--- config.mk ---
export PLATFORM = sky130hd
export DESIGN_NAME = difftest_commit_queue
export DESIGN_NICKNAME = d
export VERILOG_FILES = /design/src/rtl/difftest_commit_queue.sv
export SDC_FILE = /design/constraint.sdc
export NUM_CORES = 1
export LEC_CHECK = 0
export ABC_AREA = 1
export BUFFER_PORTS_ARGS = -buffer_cell sky130_fd_sc_hd__buf_2
export CORE_MARGIN = 10
export CORE_UTILIZATION = 44
export DETAILED_ROUTE_END_ITERATION = 8
export SYNTH_ARGS = -nofsm -noshare
export SYNTH_HDL_FRONTEND = slang
export SYNTH_SLANG_ARGS = --single-unit
--- constraint.sdc ---
create_clock -name clock -period 5.9 [get_ports clock]
set_input_delay 0.59 -clock clock [delete_from_list [all_inputs] [get_ports clock]]
set_output_delay 0.59 -clock clock [all_outputs]
set_load 0.05 [all_outputs]
--- src/rtl/difftest_commit_queue.sv ---
// -----------------------------------------------------------------------------
// difftest_commit_queue
//
// Commit-side buffer between the retire stage and the difftest bridge.
// Up to two retired instructions per cycle are compacted into program order,
// stored in a DEPTH-entry FIFO, and emitted up to two per cycle on registered
// diff lanes that connect straight to the bridge's diff_0/diff_1 ports.
//
// Parameters:
//   DEPTH       FIFO entries (power of two, >= 4)
//   WDOG_CYCLES cycles without an emitted commit before the watchdog fires
//
// Ports:
//   clock, reset                 core clock, asynchronous active-low reset
//   in_{0,1}_valid/pc/inst/skip  retire lanes (lane 0 older)
//   in_ready                     two free slots available (from count only)
//   out_hold                     downstream hold, suppresses emission
//   diff_{0,1}_pc/inst/commit/skip  registered output lanes (0 = oldest)
//   commit_count                 entries emitted since reset. It advances on
//                                the edge that loads the commit pulses, so it
//                                already includes the pulses currently shown.
//   wdog_timeout                 sticky retire-stall flag
//
// Optional feature macro: DIFFTEST_WATCHDOG_EN (builds the watchdog counter;
// when undefined wdog_timeout is tied to 0).
// -----------------------------------------------------------------------------
module difftest_commit_queue #(
  parameter int DEPTH       = 4,
  parameter int WDOG_CYCLES = 4096
) (
  input  logic        clock,
  input  logic        reset,
  input  logic        in_0_valid,
  input  logic [31:0] in_0_pc,
  input  logic [31:0] in_0_inst,
  input  logic        in_0_skip,
  input  logic        in_1_valid,
  input  logic [31:0] in_1_pc,
  input  logic [31:0] in_1_inst,
  input  logic        in_1_skip,
  output logic        in_ready,
  input  logic        out_hold,
  output logic [31:0] diff_0_pc,
  output logic [31:0] diff_0_inst,
  output logic        diff_0_commit,
  output logic        diff_0_skip,
  output logic [31:0] diff_1_pc,
  output logic [31:0] diff_1_inst,
  output logic        diff_1_commit,
  output logic        diff_1_skip,
  output logic [63:0] commit_count,
  output logic        wdog_timeout
);

  localparam int AW = $clog2(DEPTH);
  localparam int CW = AW + 1;
  localparam logic [CW-1:0] DEPTH_C = CW'(DEPTH);

  logic [31:0]    pc_mem_r   [DEPTH];
  logic [31:0]    inst_mem_r [DEPTH];
  logic [DEPTH-1:0] skip_mem_r;
  logic [AW-1:0]  wr_ptr_r;
  logic [AW-1:0]  rd_ptr_r;
  logic [CW-1:0]  count_r;

  logic           push_0_s;
  logic           push_1_s;
  logic [AW-1:0]  slot_1_ptr_s;
  logic [AW-1:0]  rd_ptr_1_s;
  logic [1:0]     n_push_s;
  logic [1:0]     n_pop_s;

  // Push/pop decode; in_ready depends on the registered count only.
  always_comb begin
    in_ready     = ((DEPTH_C - count_r) >= CW'(2));
    push_0_s     = in_ready & in_0_valid;
    push_1_s     = in_ready & in_1_valid;
    // Lane 1 lands right after lane 0, or in lane 0's slot when lane 0 is idle.
    slot_1_ptr_s = wr_ptr_r + AW'(push_0_s);
    rd_ptr_1_s   = rd_ptr_r + AW'(1);
    n_push_s     = {1'b0, push_0_s} + {1'b0, push_1_s};
    if (out_hold) begin
      n_pop_s = 2'd0;
    end else if (count_r >= CW'(2)) begin
      n_pop_s = 2'd2;
    end else begin
      n_pop_s = count_r[1:0];
    end
  end

  // FIFO storage, pointers and occupancy.
  always_ff @(posedge clock or negedge reset) begin
    if (!reset) begin
      wr_ptr_r   <= '0;
      rd_ptr_r   <= '0;
      count_r    <= '0;
      skip_mem_r <= '0;
      for (int i = 0; i < DEPTH; i++) begin
        pc_mem_r[i]   <= 32'd0;
        inst_mem_r[i] <= 32'd0;
      end
    end else begin
      if (push_0_s) begin
        pc_mem_r[wr_ptr_r]   <= in_0_pc;
        inst_mem_r[wr_ptr_r] <= in_0_inst;
        skip_mem_r[wr_ptr_r] <= in_0_skip;
      end
      if (push_1_s) begin
        pc_mem_r[slot_1_ptr_s]   <= in_1_pc;
        inst_mem_r[slot_1_ptr_s] <= in_1_inst;
        skip_mem_r[slot_1_ptr_s] <= in_1_skip;
      end
      wr_ptr_r <= wr_ptr_r + AW'(n_push_s);
      rd_ptr_r <= rd_ptr_r + AW'(n_pop_s);
      count_r  <= count_r + CW'(n_push_s) - CW'(n_pop_s);
    end
  end

  // Output lane registers and emitted-commit counter.
  always_ff @(posedge clock or negedge reset) begin
    if (!reset) begin
      diff_0_pc     <= 32'd0;
      diff_0_inst   <= 32'd0;
      diff_0_commit <= 1'b0;
      diff_0_skip   <= 1'b0;
      diff_1_pc     <= 32'd0;
      diff_1_inst   <= 32'd0;
      diff_1_commit <= 1'b0;
      diff_1_skip   <= 1'b0;
      commit_count  <= 64'd0;
    end else begin
      if (out_hold) begin
        // pc/inst keep their last values; only the qualifiers drop.
        diff_0_commit <= 1'b0;
        diff_0_skip   <= 1'b0;
        diff_1_commit <= 1'b0;
        diff_1_skip   <= 1'b0;
      end else begin
        diff_0_commit <= (n_pop_s != 2'd0);
        diff_0_pc     <= (n_pop_s != 2'd0) ? pc_mem_r[rd_ptr_r]   : 32'd0;
        diff_0_inst   <= (n_pop_s != 2'd0) ? inst_mem_r[rd_ptr_r] : 32'd0;
        diff_0_skip   <= (n_pop_s != 2'd0) & skip_mem_r[rd_ptr_r];
        diff_1_commit <= (n_pop_s == 2'd2);
        diff_1_pc     <= (n_pop_s == 2'd2) ? pc_mem_r[rd_ptr_1_s]   : 32'd0;
        diff_1_inst   <= (n_pop_s == 2'd2) ? inst_mem_r[rd_ptr_1_s] : 32'd0;
        diff_1_skip   <= (n_pop_s == 2'd2) & skip_mem_r[rd_ptr_1_s];
      end
      commit_count <= commit_count + 64'(n_pop_s);
    end
  end

`ifdef DIFFTEST_WATCHDOG_EN
  localparam int WW = $clog2(WDOG_CYCLES + 1);
  localparam logic [WW-1:0] WDOG_C = WW'(WDOG_CYCLES);

  logic [WW-1:0] wdog_cnt_r;
  logic [WW-1:0] wdog_cnt_next_s;

  // Stall counter: cleared by any commit load, saturates at the limit.
  always_comb begin
    if (n_pop_s != 2'd0) begin
      wdog_cnt_next_s = '0;
    end else if (wdog_cnt_r == WDOG_C) begin
      wdog_cnt_next_s = wdog_cnt_r;
    end else begin
      wdog_cnt_next_s = wdog_cnt_r + WW'(1);
    end
  end

  // Watchdog counter and sticky timeout flag.
  always_ff @(posedge clock or negedge reset) begin
    if (!reset) begin
      wdog_cnt_r   <= '0;
      wdog_timeout <= 1'b0;
    end else begin
      wdog_cnt_r   <= wdog_cnt_next_s;
      wdog_timeout <= wdog_timeout | (wdog_cnt_next_s == WDOG_C);
    end
  end
`else
  assign wdog_timeout = 1'b0;
`endif

endmodule
* Yosys cells after proc, flatten, opt, wreduce, memory -nomap -nowiden
Cells that the tools add are included.
** Word-level totals
- Bits in registers :: 463
- Bits in latches :: 0
- Memory bits (writable) :: 0
- Memory bits (read-only) :: 0
- Input port bits :: 135
- Memories :: 0
** Operators by class
- Add/sub/neg operators :: 9
- Multiply operators :: 0
- Div/mod/pow operators :: 0
- Magnitude comparators :: 14
- Equality and inequality tests :: 1
- Shifts and indexed selects :: 0
- Mux-type cells :: 46
- Bitwise operators :: 8
- Reduce and logical (&&, ||, !) cells :: 5
** Operators with widths (count)
- bitwise mux 128 bit :: 4
- two-way mux 128 bit :: 4
- two-way mux 32 bit :: 14
- binary-select mux 32 bit (select 2 bit) :: 4
- demux 32 bit (select 2 bit) :: 2
- adder 64 x 2 -> 64 bit :: 1
- greater-or-equal comparator 3 bit (second input constant) :: 4
- < comparator 2 x 3 -> 1 bit (second input constant) :: 4
- inverter 2 -> 3 bit :: 4
- bitwise mux 4 bit :: 2
- two-way mux 1 bit :: 8
- two-way mux 4 bit :: 2
- greater-or-equal comparator 3 x 2 -> 1 bit (second input constant) :: 2
- < comparator 3 x 1 -> 1 bit (second input constant) :: 2
- adder 2 bit :: 2
- AND 1 bit :: 4
- binary-select mux 1 bit (select 2 bit) :: 2
- demux 1 bit (select 2 bit) :: 2
- greater-or-equal comparator 2 x 1 -> 1 bit (second input constant) :: 2
- logical AND 1 bit :: 4
- two-way mux 2 bit :: 2
- adder 3 x 2 -> 3 bit :: 1
- subtractor 3 x 2 -> 3 bit :: 1
- subtractor 3 bit (first input constant) :: 1
- 5 further kinds :: 5

* Logic depth before layout (Yosys ltp)
- Depth in word-level cells :: 11
- Depth in mapped cells :: 17
- Mapped depth without buffers :: 16

* Least setup slack after synthesis
OpenSTA, ideal clock, no wires.
- Path type :: flip-flop to flip-flop
- From :: register count_r[1]
- To :: register count_r[2]
- Library setup time :: 0.123 ns
- Data arrival time :: 2.878 ns
- Data required time :: 5.777 ns
- Setup slack :: 2.899 ns
- Stages on the path, launching flop included :: 17
- Path buffers :: 3
- Period minus slack after synthesis :: 3.001 ns
- Path through :: dfrtp_1 > inv_1 > ha_1 > nor2_1 > nand2_4 > buf_6 > buf_6 > buf_2 > nand2_1 > inv_1 > ha_1 > inv_1 > ha_1 > inv_1 > ha_1 > fa_1 > xnor2_1
** On the way
- Longest elaborated chain between the ends :: 6
- Elaborated cells on any way between the ends :: 10
- Those cells by class :: 4 x add/sub; 2 x order compare; 2 x mux; 2 x bitwise
** RTL lines
- from (decl) :: line 64 : logic [CW-1:0] count_r;
- from (signal assigned) :: line 115 : count_r <= count_r + CW'(n_push_s) - CW'(n_pop_s);
- subtractor 3 bit (*) :: line 75 : in_ready = ((DEPTH_C - count_r) >= CW'(2));
- greater-or-equal comparator 3 x 2 -> 1 bit (*) :: line 75
- net in_ready :: line 41 : output logic in_ready,
- AND 1 bit, on equally long branches :: line 76, 77
- adder 1 x 1 -> 2 bit (*) :: line 81 : n_push_s = {1'b0, push_0_s} + {1'b0, push_1_s};
- adder 3 x 2 -> 3 bit (*) :: line 115
- subtractor 3 x 2 -> 3 bit (*) :: line 115
Mark *: on every way through the listed nets, which the timed path passes. The rest lies on a longest branch.
A chain may end at the register's enable or synchronous reset.

* Worst setup path in the final report
- From :: register count_r[0]
- To :: register pc_mem_r[111] in the netlist's numbering
** On the way
- Longest elaborated chain between the ends :: 11
- Elaborated cells on any way between the ends :: 14
- Those cells by class :: 2 x add/sub; 3 x order compare; 5 x mux; 3 x bitwise; 1 x reduce/logical
** RTL lines
- subtractor 3 bit (*) :: line 75
- greater-or-equal comparator 3 x 2 -> 1 bit (*) :: line 75
- AND 1 bit :: line 76 : push_0_s = in_ready & in_0_valid;
- adder 2 x 1 -> 2 bit :: line 79 : slot_1_ptr_s = wr_ptr_r + AW'(push_0_s);
- inverter 2 -> 3 bit (implied by the code) :: line 109 : pc_mem_r[slot_1_ptr_s] <= in_1_pc;
- greater-or-equal comparator 3 bit (implied by the code) or < comparator 3 x 1 -> 1 bit (tied branches) :: line 109
- logical AND 1 bit (implied by the code) :: line 109
- two-way mux 32 bit (implied by the code) :: line 109
- demux 32 bit (select 2 bit) :: line 109
- bitwise mux 128 bit :: line 109
- two-way mux 128 bit (*) :: line 108 : if (push_1_s) begin
- to (signal, indexed assignment) :: line 104 : pc_mem_r[wr_ptr_r] <= in_0_pc;
- to (signal, indexed assignment) :: line 109
- to (decl) :: line 59 : logic [31:0] pc_mem_r [DEPTH];
Every way passes the cells marked *; elsewhere a longest branch is shown, timed or not.

==> flow_summary.yaml <==
run_status:
  outcome: "completed"
route:
  drt_iter0_drc: 2800
  viasPerCell: 5.33
  dr.pass1.iters: 6
  ant_nets: 0
  wl_per_cell_um: 19.2
  met1_length_um: 47200
  finalWirelength_um: 106000
  drcViolationCount: 0
  wl_met3_um: 8010
  dr_wl_met2_um: 47700
  routed.top_layer: "met5"
  vias: 29400
logic_synthesis:
  avgSynthCellArea_sq_um: 6.52
  netlist_area_sq_um: 29200
  synth_top_area_frac: 0.397
  synth_cell_type_count: 32
  synth_warnings: 0
  synth_area_leaders: "dfrtp_1 (40%), nand2_1 (18%), nor2_1 (12%), o21ai_0 (6.9%), nand3_1 (4.9%)"
  synth.yosys.seq_area_share: 0.397
  syn_inst: 4477
  syn_nets: 4625
  ys_ff_latch: 463
  synth_top_area_cell: "dfrtp_1"
global_routing:
  antenna_found_initial: 16
  gr-total-overflow: 0
  grt_max_degree: 192
  grt_use_total: 0.267
  grt_pass1_vias: 28000
  grt_first_pass_wirelength_um: 166000
placement:
  placed_area_sq_um: 31000
  dp_slack_ps: 2000
  gp_congestion: 0.898
  dp.final_hpwl_um: 62800
  io_buffers: 331
  placed_cells: 5401
critical_path:
  critPathTopFamily: "simple AND/OR/NAND/NOR gates"
  worstPathCellList: "inv_1 > ha_1 > nor2_1 > nand2_8 > nand2_8 > inv_1 > ha_1 > xnor2_2 > nand4_1 > inv_2 > buf_4 > nor2_1 > nor2_1"
  cp.required_ps: 6440
  slowest_delay_ps: 590
  crit_path_top_delay_cell: "inv_2"
  start_kind: "register"
  cp.arrival_ps: 4470
  path_max_fanout: 120
  critPathBufInv: 4
  end_kind: "register"
  path_class: "reg -> reg"
  crit_top_cell: "nor2_1"
pwr:
  switchingPower_mw: 11.9
  peakVddDrop_uv: 546
  powerDensity_nw_per_um2: 680
  p_leak_nw: 17.4
  p_sw_frac: 0.532
  power.share.sequential: 0.264
  p_comb_frac: 0.581
  power_mw: 22.3
  p_clk_frac: 0.155
  p_int_mw: 10.5
die:
  dieWidth_um: 278
  dieArea_sq_um: 77100
  pin_count: 333
  num_rows: 94
  core_sq_um: 65700
  die_h_um: 278
  start_util: 0.444
clock_network:
  cts_root_buf: "clkbuf_16"
  cts.sink_count: 463
  clockBufferDepth: 3
  worstSkewPairLatency_ps: 620
  cts_tree: "built"
  path_clk_slew_ps: 60
  cts_resized: 0
  cts_buffers: 55
  h-tree-depth: 2
timing:
  final.setup.tns_ps: 0
  maxSlewHeadroom: 0.201
  clock_skew_ps: 17.5
  min_period_over_period: 0.668
  min_period_ps: 3940
  hold_violations: 0
  setup_viol: 0
  clock.fmax_mhz: 254
  slew_violations: 0
  fin_ws_ps: 1960
  grt_setup_unrepaired: "false"
  worst_pin_slew_ps: 1200
  hold-worst-slack_ps: 271
finish:
  area_growth_syn_to_layout_pct: 12.5
  final_core_util: 0.500
  design_area_sq_um: 32900
  drive_gt1_frac: 0.103
  fin_nets: 4743
  fin_cells: 5510
hold_path:
  hold_path.class: "in -> reg"
run:
  drv_cap: 0
==> flip-flops by register name (all words and copies together), names as in the netlist <==
| name | cells |
|---|---|
| diff_0_skip | 1 |
| wr_ptr_r | 2 |
| diff_0_inst | 32 |
| diff_1_skip | 1 |
| diff_1_inst | 32 |
| inst_mem_r | 128 |
| rd_ptr_r | 2 |
| diff_1_pc | 32 |
| diff_0_pc | 32 |
| diff_1_commit | 1 |
| count_r | 3 |
| skip_mem_r | 4 |
| pc_mem_r | 128 |
| diff_0_commit | 1 |
| commit_count | 64 |
==> power by group through the flow <==
stage | registers (mW) | clock network (mW) | logic [mW]
after floorplan | 6.92 | 0 | 8.47
after global placement | 5.89 | 0 | 12.8
after detailed placement | 5.91 | 0 | 12.9
after CTS | 5.87 | 3.50 | 13.0
after global routing | 6.09 | 3.64 | 14.6
final | 5.90 | 3.46 | 13.0
==> cells by family (layout without fill, tap and decap cells) <==
| logic type | count (synthesis) | after routing | synth area share |
|---|---|---|---|
| simple gates | 2659 | 2659 | 0.356 |
| compound gates | 660 | 660 | 0.135 |
| buf+inv | 631 | 793 | 0.0905 |
| flops | 463 | 463 | 0.397 |
| xor+xnor | 50 | 50 | 0.0152 |
| fa+ha+maj | 13 | 13 | 0.00634 |
| other cells | 1 | 8 | 0.000128 |
==> metal layers <==
layer,global-route usage,vias up
li1,-,14400
met1,0.366,13600
met2,0.424,1106
met3,0.0477,187
met4,0.0750,14
met5,0,-
==> layout make-up <==
type / count / area (sq um)
fill: 6763 / 32900
multi-input combinational: 3383 / 15100
sequential: 463 / 11600
timing repair buffer: 368 / 2100
clock buffer: 80 / 1630
inverter: 324 / 1220
tap: 864 / 1080
clock inverter: 21 / 155
antenna: 7 / 17.5
==> cells in the final DEF, fill, tap and decap left out, types with 2 or more instances in the layout <==
cell and count:
and2_1 4, nor2_4 4, nand2_8 2, o21ai_0 400, clkbuf_1 11, clkinv_2 19, clkbuf_8 13, a21oi_1 65
nand3_1 286, o211ai_1 64, diode_2 7, nand2_4 4, ha_1 10, fa_1 3, a22o_1 64, buf_4 26
nand3b_1 2, buf_2 328, nand4_1 6, nor3_1 6, xor2_1 26, nand2_1 1435, inv_2 5, dfrtp_4 2
nor2_1 908, bufinv_16 2, buf_12 11, clkbuf_16 57, o221ai_1 64, dfrtp_1 461, inv_1 319, xnor2_1 23
==> path summary, 6_finish.rpt <==
check / start / end / slack (ps) / cells after the start
max: count_r[0] / pc_mem_r[111] / 1960 / 13
min: in_1_pc[17] / pc_mem_r[17] / 270 / 3
max reg2reg: count_r[0] / pc_mem_r[111] / 1960 / 13
min reg2reg: diff_1_pc[17] / diff_1_pc[17] / 470 / 2
max in group asynchronous: reset / diff_0_pc[3] / 3930 / 3
min in group asynchronous: reset / inst_mem_r[106] / 580 / 2
==> Yosys cell counts <==
cell      instances
buf_1            33
dfrtp_1         463
and2_0            1
a22o_1           64
o21ai_0         400
nor2_1          911
inv_1           321
conb_1            1
a31oi_1           1
nand3_1         286
a21oi_1          65
and3_1            1
ha_1             10
nand3b_1          2
and2_1            4
buf_2           160
o21ai_1           2
clkbuf_1         96
o211ai_1         64
nor3_1            6
o221ai_1         64
xnor2_1          23
nor2_2            1
xnor2_2           1
nand4_1           6
buf_6             2
nand2_4           2
inv_2             3
buf_4            16
fa_1              3
nand2_1        1439
xor2_1           26
==> worst reg2reg max path: cells and delay by family, from the launching register on <==
| kind | cells | cell delay [ps] |
|---|---|---|
| simple gates | 6 | 1460 |
| buf+inv | 4 | 1230 |
| fa+ha+maj | 2 | 470 |
| flops | 1 | 380 |
| xor+xnor | 1 | 330 |
==> repair_timing <==
item | CTS | global route
buffers inserted | 0 | 0
hold buffers | 1 | 0
hold endpoints to repair | 1 | 0
Note: power is estimated with default switching activity, not from simulation.
